File: src/rtl/pingpong_buf_ctrl.sv
// N-bank ping-pong controller: tracks per-bank EMPTY/FILLING/FULL/DRAINING state,
// round-robin fill/drain pointers, and steers each bank's SRAM port to its current owner.
module pingpong_buf_ctrl #(
    parameter int NUM_BUF = 2,
    parameter int ADDR_W  = 7,
    parameter int BIDX_W  = 2
) (
    input  logic                      clk,
    input  logic                      rst,
    input  logic                      clear,
    input  logic                      prod_req,
    output logic                      prod_gnt,
    output logic [BIDX_W-1:0]         prod_bank,
    input  logic                      prod_done,
    input  logic [ADDR_W:0]           prod_len,
    input  logic [ADDR_W-1:0]         prod_A,
    input  logic                      prod_CEN,
    input  logic                      prod_WEN,
    output logic                      cons_valid,
    output logic [BIDX_W-1:0]         cons_bank,
    output logic [ADDR_W:0]           cons_len,
    input  logic                      cons_req,
    input  logic                      cons_done,
    input  logic [ADDR_W-1:0]         cons_A,
    input  logic                      cons_CEN,
    output logic [NUM_BUF*ADDR_W-1:0] buf_A,
    output logic [NUM_BUF-1:0]        buf_CEN,
    output logic [NUM_BUF-1:0]        buf_WEN,
    output logic [BIDX_W:0]           full_cnt,
    output logic                      err
);

    typedef enum logic [1:0] {
        ST_EMPTY    = 2'd0,
        ST_FILLING  = 2'd1,
        ST_FULL     = 2'd2,
        ST_DRAINING = 2'd3
    } bank_st_e;

    bank_st_e          st_q   [NUM_BUF];
    bank_st_e          st_d   [NUM_BUF];
    logic [ADDR_W:0]   len_q  [NUM_BUF];
    logic [ADDR_W:0]   len_d  [NUM_BUF];
    logic [BIDX_W-1:0] wr_ptr_q, wr_ptr_d;
    logic [BIDX_W-1:0] rd_ptr_q, rd_ptr_d;
    logic              prod_gnt_q, prod_gnt_d;
    logic [BIDX_W-1:0] prod_bank_q, prod_bank_d;
    logic [BIDX_W:0]   full_cnt_q, full_cnt_d;
    logic              err_q, err_d;

    logic              any_drain_s;
    bank_st_e          st_wr_s;
    bank_st_e          st_rd_s;
    logic [ADDR_W:0]   len_rd_s;
    logic              cons_valid_s;
    logic              grant_s;
    logic              commit_s;
    logic              dstart_s;
    logic              dend_s;
    logic              proto_err_s;

    // Pointers wrap by comparison so non power-of-two bank counts work.
    function automatic logic [BIDX_W-1:0] next_ptr(input logic [BIDX_W-1:0] p);
        if (p == BIDX_W'(NUM_BUF - 1)) begin
            next_ptr = '0;
        end else begin
            next_ptr = p + BIDX_W'(1);
        end
    endfunction

    // State register for all bank bookkeeping.
    always_ff @(posedge clk or negedge rst) begin
        if (!rst) begin
            for (int b = 0; b < NUM_BUF; b++) begin
                st_q[b]  <= ST_EMPTY;
                len_q[b] <= '0;
            end
            wr_ptr_q    <= '0;
            rd_ptr_q    <= '0;
            prod_gnt_q  <= 1'b0;
            prod_bank_q <= '0;
            full_cnt_q  <= '0;
            err_q       <= 1'b0;
        end else begin
            for (int b = 0; b < NUM_BUF; b++) begin
                st_q[b]  <= st_d[b];
                len_q[b] <= len_d[b];
            end
            wr_ptr_q    <= wr_ptr_d;
            rd_ptr_q    <= rd_ptr_d;
            prod_gnt_q  <= prod_gnt_d;
            prod_bank_q <= prod_bank_d;
            full_cnt_q  <= full_cnt_d;
            err_q       <= err_d;
        end
    end

    // Decode the banks addressed by the pointers without dynamic array indexing.
    always_comb begin
        any_drain_s = 1'b0;
        st_wr_s     = ST_EMPTY;
        st_rd_s     = ST_EMPTY;
        len_rd_s    = '0;
        for (int b = 0; b < NUM_BUF; b++) begin
            if (st_q[b] == ST_DRAINING) begin
                any_drain_s = 1'b1;
            end else begin
                any_drain_s = any_drain_s;
            end
            if (BIDX_W'(b) == wr_ptr_q) begin
                st_wr_s = st_q[b];
            end else begin
                st_wr_s = st_wr_s;
            end
            if (BIDX_W'(b) == rd_ptr_q) begin
                st_rd_s  = st_q[b];
                len_rd_s = len_q[b];
            end else begin
                st_rd_s  = st_rd_s;
                len_rd_s = len_rd_s;
            end
        end
        cons_valid_s = (st_rd_s == ST_FULL) && !any_drain_s;
    end

    // Next-state: grant/commit on the producer side, start/finish on the consumer side.
    always_comb begin
        grant_s     = prod_req && !prod_gnt_q && (st_wr_s == ST_EMPTY);
        commit_s    = prod_done && prod_gnt_q;
        dstart_s    = cons_req && cons_valid_s;
        dend_s      = cons_done && any_drain_s;
        proto_err_s = (prod_done && !prod_gnt_q) || (cons_done && !any_drain_s) ||
                      (cons_req && !cons_valid_s) || (!prod_CEN && !prod_gnt_q) ||
                      (!cons_CEN && !any_drain_s);
        for (int b = 0; b < NUM_BUF; b++) begin
            st_d[b]  = st_q[b];
            len_d[b] = len_q[b];
        end
        wr_ptr_d    = wr_ptr_q;
        rd_ptr_d    = rd_ptr_q;
        prod_gnt_d  = prod_gnt_q;
        prod_bank_d = prod_bank_q;
        err_d       = err_q;
        full_cnt_d  = '0;

        if (clear) begin
            for (int b = 0; b < NUM_BUF; b++) begin
                st_d[b]  = ST_EMPTY;
                len_d[b] = '0;
            end
            wr_ptr_d    = '0;
            rd_ptr_d    = '0;
            prod_gnt_d  = 1'b0;
            prod_bank_d = '0;
            err_d       = 1'b0;
        end else begin
            err_d = err_q || proto_err_s;
            if (grant_s) begin
                prod_gnt_d  = 1'b1;
                prod_bank_d = wr_ptr_q;
            end else if (commit_s) begin
                prod_gnt_d = 1'b0;
                if (prod_len != '0) begin
                    wr_ptr_d = next_ptr(wr_ptr_q);
                end else begin
                    wr_ptr_d = wr_ptr_q;
                end
            end else begin
                prod_gnt_d = prod_gnt_q;
            end
            if (dend_s) begin
                rd_ptr_d = next_ptr(rd_ptr_q);
            end else begin
                rd_ptr_d = rd_ptr_q;
            end
            // The four events always target distinct banks, so one priority chain suffices.
            for (int b = 0; b < NUM_BUF; b++) begin
                if (grant_s && (BIDX_W'(b) == wr_ptr_q)) begin
                    st_d[b] = ST_FILLING;
                end else if (commit_s && (BIDX_W'(b) == prod_bank_q)) begin
                    st_d[b]  = (prod_len != '0) ? ST_FULL : ST_EMPTY;
                    len_d[b] = prod_len;
                end else if (dstart_s && (BIDX_W'(b) == rd_ptr_q)) begin
                    st_d[b] = ST_DRAINING;
                end else if (dend_s && (BIDX_W'(b) == rd_ptr_q)) begin
                    st_d[b] = ST_EMPTY;
                end else begin
                    st_d[b] = st_q[b];
                end
            end
        end

        for (int b = 0; b < NUM_BUF; b++) begin
            if (st_d[b] == ST_FULL) begin
                full_cnt_d = full_cnt_d + (BIDX_W + 1)'(1);
            end else begin
                full_cnt_d = full_cnt_d;
            end
        end
    end

    // Per-bank SRAM port steering to the current owner.
    always_comb begin
        buf_A   = '0;
        buf_CEN = '1;
        buf_WEN = '1;
        for (int b = 0; b < NUM_BUF; b++) begin
            case (st_q[b])
                ST_FILLING: begin
                    buf_A[b*ADDR_W +: ADDR_W] = prod_A;
                    buf_CEN[b]                = prod_CEN;
                    buf_WEN[b]                = prod_WEN;
                end
                ST_DRAINING: begin
                    buf_A[b*ADDR_W +: ADDR_W] = cons_A;
                    buf_CEN[b]                = cons_CEN;
                    buf_WEN[b]                = 1'b1;
                end
                default: begin
                    buf_A[b*ADDR_W +: ADDR_W] = '0;
                    buf_CEN[b]                = 1'b1;
                    buf_WEN[b]                = 1'b1;
                end
            endcase
        end
    end

    assign prod_gnt   = prod_gnt_q;
    assign prod_bank  = prod_bank_q;
    assign cons_valid = cons_valid_s;
    assign cons_bank  = rd_ptr_q;
    assign cons_len   = len_rd_s;
    assign full_cnt   = full_cnt_q;
    assign err        = err_q;

endmodule

File: config.mk
export PLATFORM = sky130hd
export DESIGN_NAME = pingpong_buf_ctrl
export DESIGN_NICKNAME = d
export VERILOG_FILES = /design/src/rtl/pingpong_buf_ctrl.sv
export SDC_FILE = /design/constraint.sdc
export NUM_CORES = 1
export LEC_CHECK = 0
export BUFFER_PORTS_ARGS = -buffer_cell sky130_fd_sc_hd__clkbuf_2
export CORE_ASPECT_RATIO = 0.75
export CORE_MARGIN = 1.5
export CORE_UTILIZATION = 53
export DETAILED_ROUTE_END_ITERATION = 6
export GPL_TIMING_DRIVEN = 0
export PLACE_DENSITY = 0.95
export SETUP_SLACK_MARGIN = 0.15
export SYNTH_ARGS = -nofsm -noshare
export SYNTH_HDL_FRONTEND = slang
export SYNTH_SLANG_ARGS = --single-unit
File: constraint.sdc
create_clock -name clk -period 3.35 [get_ports clk]
set_input_delay 0.67 -clock clk [delete_from_list [all_inputs] [get_ports clk]]
set_output_delay 0.67 -clock clk [all_outputs]
set_load 0.005 [all_outputs]
Word-level counts from Yosys, hierarchy flattened
Index checks and enable logic that the tools add are counted.

Mux-type cells: 45. Multipliers: 0. Reduce and logical (&&, ||, !) cells: 44. Div/mod/pow operators: 0. Shifts and indexed selects: 0. Order comparisons: 0. Bitwise operators: 0. Equal/unequal tests: 15. Add/subtract/negate cells: 3.

Operator list (count): $mux W8 (6); $mux W2 (23); $pmux W7 S2 (2); $logic_and A1 B1 Y1 (19); $mux W16 (1); $reduce_bool A2 Y1 (6); $eq A2 B2 Y1 const B (5); $mux W1 (9); $eq A2 B1 Y1 const B (4); $logic_not A2 Y1 (4); $reduce_bool A8 Y1 (1); $eq A1 B2 Y1 const A (3); $ne A2 B2 Y1 const B (3); $logic_not A1 Y1 (5); $logic_or A1 B1 Y1 (5); $add A2 B1 Y2 const B (2); $mux W4 (1); $pmux W1 S2 (2); $reduce_and A2 Y1 (2); $add A3 B1 Y3 const B (1); $mux W3 (1); $reduce_and A3 Y1 (1); $reduce_bool A3 Y1 (1).

Latch bits: 0. Logic and storage cells: 117. Register bits: 31. Output and inout bits: 36. Memories kept: 0. ROM bits: 0. RAM bits: 0.

Depth between registers and ports, before layout
Depth after elaboration: 15. Gate-level depth with buffers: 6.

Worst setup path after synthesis
No wires, ideal clock.

Kind: input port to flip-flop. From: input port prod_done. To: register full_cnt_q[0], in the netlist full_cnt[0]. Data required time: 3.224 ns. Setup time: 0.126 ns. Data arrival time: 1.867 ns. Setup slack: 1.357 ns. Cell stages on the path: 5. Path through: and4b_1 -> a311o_1 -> or3_1 -> a21oi_1 -> ha_1.

Word-level cells in the longest chain between the ends: 9. Elaborated cells on any way between the ends: 13. Those cells by class: add/sub (1); eq/ne (2); mux (7); reduce/logical (3).

Ends and longest elaborated chain: from (decl) (RTL line 14) `input logic prod_done,`; $logic_and A1 B1 Y1 (*) (RTL line 129) `commit_s = prod_done && prod_gnt_q;`; $logic_and A1 B1 Y1 (RTL line 180) `end else if (commit_s && (BIDX_W'(b) == prod_bank_q)) begin`; $mux W2 (RTL line 180); $mux W2 (RTL line 178) `if (grant_s && (BIDX_W'(b) == wr_ptr_q)) begin`; $mux W4 (*) (RTL line 146) `if (clear) begin`; $eq A2 B2 Y1 (RTL line 194) `if (st_d[b] == ST_FULL) begin`; $mux W1 (RTL line 194); $add A3 B1 Y3 (RTL line 195) `full_cnt_d = full_cnt_d + (BIDX_W + 1)'(1);`; $mux W3 (*) (RTL line 194); via full_cnt_d[0] (RTL line 48) `logic [BIDX_W:0] full_cnt_q, full_cnt_d;`; to (signal assigned) (RTL line 93) `full_cnt_q <= full_cnt_d;`; to (decl) (RTL line 48).

Mark *: on every way through the listed nets, which the timed path passes. The rest lies on a longest branch. A chain may end at the register's enable or synchronous reset.

Worst setup path in the final report
From: register st_q[1] in the netlist's numbering. To: output port cons_valid.

Word-level cells in the longest chain between the ends: 4. Elaborated cells on any way between the ends: 6. Those cells by class: eq/ne (2); mux (2); reduce/logical (2).

Ends and longest elaborated chain: from (decl) (RTL line 40) `bank_st_e st_q [NUM_BUF];`; from (signal, indexed assignment) (RTL line 86) `st_q[b] <= st_d[b];`; $eq A2 B2 Y1 (RTL line 105) `if (st_q[b] == ST_DRAINING) begin`; $mux W1 (RTL line 105); $logic_not A1 Y1 (RTL line 123) `cons_valid_s = (st_rd_s == ST_FULL) && !any_drain_s;`; $logic_and A1 B1 Y1 (*) (RTL line 123); to (decl) (RTL line 19) `output logic cons_valid,`.

Every way passes the cells marked *; elsewhere a longest branch is shown, timed or not.

==> results.py <==
metrics = {
    "cts": {
        "htree_levels": 2,
        "cts_tree": "built",
        "clkTransAtPathRegs_ns": 0.07,
        "worstSkewPairLatency_ns": 0.29,
        "post_cts_buffers": 0,
        "ctsHoldBuffers": 0,
        "cts_resized": 0,
        "cts.path.max_buffers": 2,
        "numCtsBuffers": 5,
        "ctsRootBufferMaster": "clkbuf_8",
        "clock-sinks": 30,
    },
    "sta": {
        "layout_min_cycle_time_ns": 2.43,
        "rsz0062_at_grt": "no",
        "setup_viol": 0,
        "whs_ns": 0.430,
        "fmax_ghz": 0.412,
        "finalClockSkew_ns": 0.00857,
        "hold_viol_final": 0,
        "fin_crit_sh_pct": 72.5,
        "relSlewSlack_pct": 51.2,
        "worst_pin_slew_ns": 0.732,
        "setup_ws_ns": 0.922,
        "tns_ns": 0,
        "maxSlewViolCount": 0,
    },
    "synthesis": {
        "muxShareOfSynthArea_pct": 13.7,
        "netlist_instances": 216,
        "yosys_warnings": 0,
        "synth_simple_gate_area_share_pct": 25.8,
        "avgSynthCellArea_um2": 8.48,
        "synth_compound_area_share_pct": 12.5,
        "synthXorXnorAreaFrac_pct": 0.956,
        "yosys.area_share.adder_pct": 0.683,
        "syn-num-nets": 249,
        "synth-seq-area-share_pct": 41.0,
        "synth-seq-cells": 30,
        "synth_cell_types": 37,
        "synthesis.area_um2": 1830,
        "synth_top_family_by_area": "simple AND/OR/NAND/NOR gates",
    },
    "pwr": {
        "p_sw_mw": 0.243,
        "power.total_mw": 0.850,
        "switching_share_pct": 28.5,
        "seq_power_share_pct": 45.4,
        "peakVddDrop_uv": 216,
        "p_int_mw": 0.607,
        "leakage_nw": 1.06,
        "power.density_nw_per_um2": 369,
        "power_frac_clock_pct": 35.9,
        "combPwrFrac_pct": 18.7,
    },
    "route": {
        "drtAntennaViolNets": 0,
        "drc": 0,
        "wl_um": 5040,
        "drt_iter0_drc": 164,
        "dr.pass1.iters": 4,
        "vias": 1897,
        "via_per_inst": 5.77,
        "wl_per_cell_um": 15.3,
    },
    "outcome": {
        "status": "completed",
    },
    "cells_and_area": {
        "final_area_um2": 2300,
        "finish.utilization_pct": 70.0,
        "fin_nets": 321,
        "multi_input_area_um2": 986,
        "final_layout_size_suffix_gt1_share_pct": 27.7,
        "final_cell_mix": "clkbuf_2, nand2_1, dfrtp_1",
        "fin_cells": 329,
        "mostFrequentLayoutCell": "clkbuf_2",
        "n_antenna_cell": 0,
        "register_area_um2": 751,
        "area_delta_synth_final_pct": 25.7,
        "fillCellCount": 251,
    },
    "global_routing": {
        "grt_use_total_pct": 26.4,
        "grt_pass1_wl_um": 7620,
        "grt_pass1_vias": 1647,
        "grt_max_degree": 31,
        "globalRouteOverflowTotal": 0,
        "antenna_found_initial": 0,
    },
    "floorplanning": {
        "die_area_um2": 3820,
        "initial_utilization_pct": 55.7,
        "coreArea_um2": 3290,
        "die_w_um": 70.9,
        "num_io_pins": 68,
        "row_count": 18,
        "die_h_um": 53.9,
    },
    "critical_path": {
        "cp.arrival_ns": 1.76,
        "start_kind": "register",
        "critPathMaxFanout": 6,
        "crit_path_end_kind": "output pin",
        "required_ns": 2.68,
        "crit_type": "reg2out",
    },
    "placement": {
        "hpwl_um": 3780,
        "numPortBuffers": 65,
        "placed_area_um2": 2210,
        "routabilityCongestion": 0.867,
        "place_ws_ns": 1.06,
        "placedCellCount": 321,
    },
    "job": {
        "drv_cap": 0,
    },
    "worst_hold_path": {
        "worst_hold_path_type": "in2async",
    },
}
[state kept, by name, indices dropped and copies added, names as in the netlist]
register and count:
len_q 16, st_q 4, err 1, cons_bank 2, wr_ptr_q 2, prod_bank 2, full_cnt 2, prod_gnt 1
[Yosys cell counts]
library cell	instances	share of area (%)
nor4bb_1	1	0.55
o31ai_1	1	0.41
buf_4	1	0.41
nand4_1	1	0.34
nor3b_1	2	0.82
o21ai_0	2	0.55
nor3_1	2	0.55
or3_1	2	0.68
xnor2_1	1	0.48
buf_6	1	0.61
nor2b_1	16	5.5
a311oi_1	3	1.4
buf_2	4	1.1
and4b_1	1	0.55
nor2_1	15	3.1
a311o_1	1	0.55
nand3b_1	2	0.82
o311ai_1	1	0.48
clkbuf_1	9	1.8
a31oi_1	1	0.34
buf_1	1	0.20
dfrtp_1	30	41
nand4b_1	1	0.48
and3_1	1	0.34
nand3_1	1	0.27
a21oi_1	25	6.8
nand2b_1	4	1.4
conb_1	1	0.20
a2111oi_0	1	0.48
a22o_4	1	0.96
ha_1	1	0.68
nor4_1	2	0.68
nand2_1	48	9.8
mux2i_1	25	14
xor2_1	1	0.48
a41oi_1	1	0.48
inv_1	5	1.0
[power groups by stage]
stage / clock, mW / combinational [mW] / sequential, mW
after floorplan: 0 / 0.0851 / 0.389
after global placement: 0 / 0.149 / 0.391
after detailed placement: 0 / 0.156 / 0.392
after CTS: 0.303 / 0.157 / 0.386
after global routing: 0.325 / 0.174 / 0.387
final: 0.305 / 0.159 / 0.386
[critical path, stage by stage, from the launching register on]
cell	delay (ns)
dfrtp_1	0.44
a22o_4	0.32
a2111oi_0	0.50
clkbuf_2	0.21
[cell type report]
type                            instances  area share (%)
Buffer                                 16            3.32
Clock buffer                            6            3.59
Clock inverter                          2           0.543
Inverter                                5           0.815
Multi-Input combinational cell        165            42.8
Sequential cell                        30            32.6
Tap cell                               40            2.17
Timing Repair Buffer                   65            14.1
[worst paths after layout]
| check | end | cells past startpoint | slack [ns] | start |
|---|---|---|---|---|
| setup / recovery | cons_valid | 3 | 0.92 | st_q[1]$_DFF_PN0_ |
| hold / removal | len_q[7]$_DFFE_PN0P_ | 1 | 0.43 | rst |
| min in group clk | len_q[10]$_DFFE_PN0P_ | 2 | 0.53 | len_q[10]$_DFFE_PN0P_ |
| max in group asynchronous | len_q[2]$_DFFE_PN0P_ | 1 | 2.45 | rst |
| setup reg to reg | full_cnt[0]$_DFF_PN0_ | 6 | 1.27 | cons_bank[0]$_DFFE_PN0P_ |
| hold reg to reg | len_q[10]$_DFFE_PN0P_ | 2 | 0.53 | len_q[10]$_DFFE_PN0P_ |
[routing by layer]
| layer | share of wire (%) | GRT usage [%] | wire, um |
|---|---|---|---|
| met4 | 0.83 | 7.55 | 42 |
| met1 | 44 | 36.7 | 2200 |
| met3 | 8.1 | 6.74 | 411 |
| met2 | 47 | 41.4 | 2390 |
| met5 | 0 | 0 | 0 |
[logic make-up (layout without fill, tap and decap cells)]
logic type,after synthesis,in the layout
and+or+nand+nor,99,99
buffers and inverters,21,94
adders and majority gates,1,1
muxes,25,25
DFF,30,30
xor gates and xnor gates,2,2
AOI/OAI and AO/OA,37,37
other,1,1
Note: power is estimated with default switching activity, not from simulation.
